### config.mk
export PLATFORM = sky130hd
export DESIGN_NAME = sig_dump
export DESIGN_NICKNAME = d
export VERILOG_FILES = /design/src/rtl/sig_dump.sv
export SDC_FILE = /design/constraint.sdc
export NUM_CORES = 1
export LEC_CHECK = 0
export ABC_AREA = 0
export CAP_MARGIN = 20
export CORE_UTILIZATION = 40
export DETAILED_ROUTE_END_ITERATION = 10
export PLACE_DENSITY = 0.73
export SYNTH_ARGS = -nofsm -noshare
export SYNTH_HDL_FRONTEND = slang
export SYNTH_SLANG_ARGS = --single-unit
### constraint.sdc
create_clock -name clk -period 2.76 [get_ports clk]
set_clock_uncertainty 0.15 [all_clocks]
set_input_delay 0.552 -clock clk [delete_from_list [all_inputs] [get_ports clk]]
set_output_delay 0.552 -clock clk [all_outputs]
set_load 0.02 [all_outputs]
### src/rtl/sig_dump.sv
// sig_dump: snoops core data-memory writes for a completion flag at TOHOST_ADDR.
// Once the flag arrives, it halts the core and streams every signature word
// in [SIG_BEGIN, SIG_END) out over a valid/ready interface.
//
// Ports
//   clk, rst              single clock, synchronous active-high reset
//   mem_we/waddr/wdata    snooped core write port (input only)
//   halt                  freeze request to the core, sticky after trigger
//   rd_en/rd_addr/rd_data second read port; data returns one cycle after rd_en
//   tx_valid/tx_data      output stream, held until tx_ready
//   tx_ready              downstream accept
//   done                  whole signature sent, sticky until reset
//
// Build option
//   SIG_DUMP_HDR_EN  when defined, a word-count header word is sent before the
//                    signature words.
module sig_dump #(
   parameter logic [31:0] SIG_BEGIN   = 32'h00005000,
   parameter logic [31:0] SIG_END     = 32'h00008000,
   parameter logic [31:0] TOHOST_ADDR = 32'h00005000
) (
   input  logic        clk,
   input  logic        rst,
   input  logic        mem_we,
   input  logic [31:0] mem_waddr,
   input  logic [31:0] mem_wdata,
   output logic        halt,
   output logic        rd_en,
   output logic [31:0] rd_addr,
   input  logic [31:0] rd_data,
   output logic        tx_valid,
   output logic [31:0] tx_data,
   input  logic        tx_ready,
   output logic        done
);

`ifdef SIG_DUMP_HDR_EN
   typedef enum logic [2:0] {StIdle, StRead, StWait, StSend, StDone, StHdr} state_e;
   localparam logic [31:0] NumWords = (SIG_END - SIG_BEGIN) >> 2;
`else
   typedef enum logic [2:0] {StIdle, StRead, StWait, StSend, StDone} state_e;
`endif

   localparam bit Empty = (SIG_BEGIN == SIG_END);

   state_e      state_q;
   logic [31:0] ptr_q;
   logic [31:0] ptr_next;
   logic        trigger;

   assign trigger  = mem_we && (mem_waddr == TOHOST_ADDR) && (mem_wdata == 32'h1);
   assign ptr_next = ptr_q + 32'd4;

   // All outputs are registered and updated together with the state, so each
   // state's outputs are already valid in the first cycle spent in it.
   always_ff @(posedge clk) begin
      if (rst) begin
         state_q  <= StIdle;
         ptr_q    <= '0;
         halt     <= 1'b0;
         rd_en    <= 1'b0;
         rd_addr  <= '0;
         tx_valid <= 1'b0;
         tx_data  <= '0;
         done     <= 1'b0;
      end else begin
         case (state_q)
            StIdle: begin
               if (trigger) begin
                  halt  <= 1'b1;
                  ptr_q <= SIG_BEGIN;
`ifdef SIG_DUMP_HDR_EN
                  state_q  <= StHdr;
                  tx_valid <= 1'b1;
                  tx_data  <= NumWords;
`else
                  if (Empty) begin
                     state_q <= StDone;
                     done    <= 1'b1;
                  end else begin
                     state_q <= StRead;
                     rd_en   <= 1'b1;
                     rd_addr <= SIG_BEGIN;
                  end
`endif
               end
            end
`ifdef SIG_DUMP_HDR_EN
            StHdr: begin
               if (tx_ready) begin
                  tx_valid <= 1'b0;
                  if (Empty) begin
                     state_q <= StDone;
                     done    <= 1'b1;
                  end else begin
                     state_q <= StRead;
                     rd_en   <= 1'b1;
                     rd_addr <= ptr_q;
                  end
               end
            end
`endif
            StRead: begin
               rd_en   <= 1'b0;
               state_q <= StWait;
            end
            StWait: begin
               // rd_data is valid now, one cycle after the rd_en cycle
               tx_data  <= rd_data;
               tx_valid <= 1'b1;
               state_q  <= StSend;
            end
            StSend: begin
               if (tx_ready) begin
                  tx_valid <= 1'b0;
                  ptr_q    <= ptr_next;
                  // Full-width equality: the pointer never runs past SIG_END
                  if (ptr_next == SIG_END) begin
                     state_q <= StDone;
                     done    <= 1'b1;
                  end else begin
                     state_q <= StRead;
                     rd_en   <= 1'b1;
                     rd_addr <= ptr_next;
                  end
               end
            end
            StDone: begin
               halt     <= 1'b1;
               done     <= 1'b1;
               rd_en    <= 1'b0;
               tx_valid <= 1'b0;
            end
            default: state_q <= StIdle;
         endcase
      end
   end

endmodule

==> results by group <==
Power
  • PwrDens: 395 mW/mm^2
  • Maximum vdd drop: 0.000530 V
  • Static Leak: 3.12 nW

Routing
  • Post-DR wirelength/cell: 15.9 um
  • DRC Markers: 0
  • Initial DRC Count: 304
  • DRT antenna net count: 0
  • DR vias: 5935
  • Final WL: 17500 um
  • TritonRoute pass-1 iters: 5
  • Via-to-Cell Ratio: 5.40

Synth
  • Ys async rst share: 0%
  • Synth Flop Type: dfxtp_1
  • Post-Syn Instances: 687
  • Synthesized cell area: 0.00527 mm^2
  • Mean post-synth cell area: 7.67 um^2
  • Seq cells post-synth: 103
  • Synthesized Nets: 789
  • Ys Warns: 0
  • EDFF count, synth: 0
  • Count of cell types in the netlist: 53
  • Post-synthesis sequential area ratio: 39.1%

Place
  • Dpl ws: -510 ps
  • DP Area: 0.00772 mm^2
  • Port bufs: 167
  • Placed cell count: 1072
  • Detail Placement HPWL: 12800 um
  • GPL Wtd Cong: 0.896

Global routing
  • First-pass GRT wire length: 27500 um
  • Largest net degree at the start of global routing: 33
  • Total Routing Usage GR: 26.0%
  • Grt total ovfl: 0
  • Initial antenna violation count: 0
  • Via count of the first global-routing pass: 5840

Outcome
  • Failing checks: negative setup slack
  • Status: complete, but fails checks

Clock network
  • Cts bufs inserted: 9
  • TritonCTS Sinks: 103
  • CTS Hold Bufs: 0
  • Clk slew on worst S/H paths: 70 ps
  • CTS tree: built
  • Root Buffer: clkbuf_16
  • CTS H-tree lvls: 3
  • CTS max path bufs: 2
  • Clk_lat worst skew: 360 ps

Timing
  • Slew Viols, Final: 0
  • RSZ-0062 raised after global routing: true
  • Fmax: 348 MHz
  • Rel. slew slack: 55.5%
  • Final setup vio count: 35
  • Worst-Margin Slew: 667 ps
  • Final hold viol count: 0
  • Final worst-path cycle share: 104%
  • Minimum clock period: 2870 ps
  • Worst setup margin: -114 ps

Floorplan
  • Core area: 0.0127 mm^2
  • Die Wd: 117 um
  • Initial Util: 41.4%
  • Die Area: 0.0136 mm^2
  • IO Count: 168
  • Die height: 117 um
  • Cell Rows: 41

Cells and area
  • Ant. Diodes: 0
  • Most frequent cells in the layout: 166 x clkdlybuf4s50_1, 126 x nand2_1, 110 x buf_4
  • Multi-input combinational cell area: 0.00304 mm^2
  • Fraction of layout cells with a size suffix above 1: 19.4%
  • Nets: 1025
  • Finished Cell Area: 0.00832 mm^2
  • P&R area growth vs syn: 57.9%
  • Commonest non-fill, non-tap cell in the layout: clkdlybuf4s50_1
  • Seq. cell area: 0.00209 mm^2
  • Final std cells w/o fill: 1100
  • FILL cells: 1062

Worst setup path
  • Data arrival, critical path: 2970 ps
  • Worst Setup End Kind: register
  • CP Data Required Time: 2860 ps
  • Worst-path fanout max: 6
  • Worst setup path category: reg2reg
  • CP Launch Type: register

Flow run
  • Max Cap Viol: 0

Worst hold path
  • Hold Crit Class: reg2reg
[registers in the layout, summed over array words and instances, names as in the netlist]
register	count
tx_valid	1
rd_addr	32
rd_en	1
state_q	3
tx_data	32
done	1
halt	1
ptr_q	32
[where the power goes]
part / internal [mW] / total (mW) / switching (mW)
logic: 0.218 / 0.384 / 0.166
clock network: 0.768 / 1.38 / 0.612
registers: 1.51 / 1.53 / 0.0194
[through the flow]
stage	TNS (ps)	util [%]	total power, mW	hold WS [ps]
finish	-1750	65.4	3.29	304
global route	-5590	65.4	3.40	319
CTS	-1500	64.2	3.30	306
detailed placement	-25650	60.7	1.94	296
global placement	-23560	60.7	1.93	288
floorplan	-93.7	-	1.69	286
[layout make-up]
type	count	share of cell area, %
flip-flops and latches	103	25.1
clock buffers	10	3.01
clock inverters	6	0.857
well taps	172	2.59
inverters	12	0.541
repair buffers	286	31.4
multi-input cells	511	36.5
[what timing repair did]
item | in CTS | in global routing
pin swaps | 11 | 14
gates cloned | 1 | 0
buffers inserted | 7 | 4
gates resized for setup | 22 | 34
setup endpoints to repair | 58 | 54
[metal layers]
metal	GRT usage, %	part of all wire, %	vias to the layer above
li1	-	-	2883
met1	30.2	41	2768
met2	45.7	48	255
met3	8.81	9.1	29
met4	6.67	1.6	0
met5	0	0	-
[final timing paths]
check / slack [ps] / to / from / cells after the start
worst max-delay path: -110 / rd_addr[2] / ptr_q[4] / 11
worst min-delay path: 300 / tx_data[1] / tx_data[1] / 2
worst max register to register: -110 / rd_addr[2] / ptr_q[4] / 11
worst min register to register: 300 / tx_data[1] / tx_data[1] / 2
[Yosys cell counts (3+ instances only)]
library cell | count | area, um^2
and3_1 | 7 | 43.8
o211ai_1 | 14 | 105
a21o_1 | 5 | 37.5
nor4b_1 | 6 | 52.6
clkbuf_1 | 43 | 161
inv_1 | 12 | 45.0
mux2i_1 | 15 | 150
and4_1 | 5 | 43.8
buf_2 | 14 | 70.1
or3_1 | 10 | 62.6
xnor2_1 | 18 | 158
nand3_1 | 23 | 115
nand2_1 | 126 | 473
a21oi_1 | 85 | 425
nor3_1 | 20 | 100
o31ai_1 | 3 | 22.5
buf_6 | 3 | 33.8
xor2_1 | 13 | 114
dfxtp_1 | 103 | 2060
nor4_4 | 3 | 63.8
a211oi_1 | 3 | 22.5
a31oi_1 | 3 | 18.8
nor4_1 | 25 | 156
nor2_1 | 57 | 214
nand4_1 | 15 | 93.8
o21ai_0 | 23 | 115
[kinds of logic after synthesis]
family                   after synthesis  synth area share (%)
AO/OA/AOI/OAI                        150                  16.5
buffers and inverters                 74                  6.17
flip-flops                           103                  39.1
XOR/XNOR                              31                  5.15
multiplexers                          17                  3.35
adder cells (fa/ha/maj)                2                 0.475
AND/OR/NAND/NOR                      310                  29.2
[critical path, cell delays in order (launching register included)]
cell     delay (ps)
dfxtp_4         390
nand4_4         150
buf_6           160
nor4_4          300
buf_4           180
nand4_1         150
mux2_4          340
nand4_1         140
nor4_4           60
buf_4           160
o21ai_4         240
mux2_4          330
No activity file was read; power rests on OpenSTA's default activity.
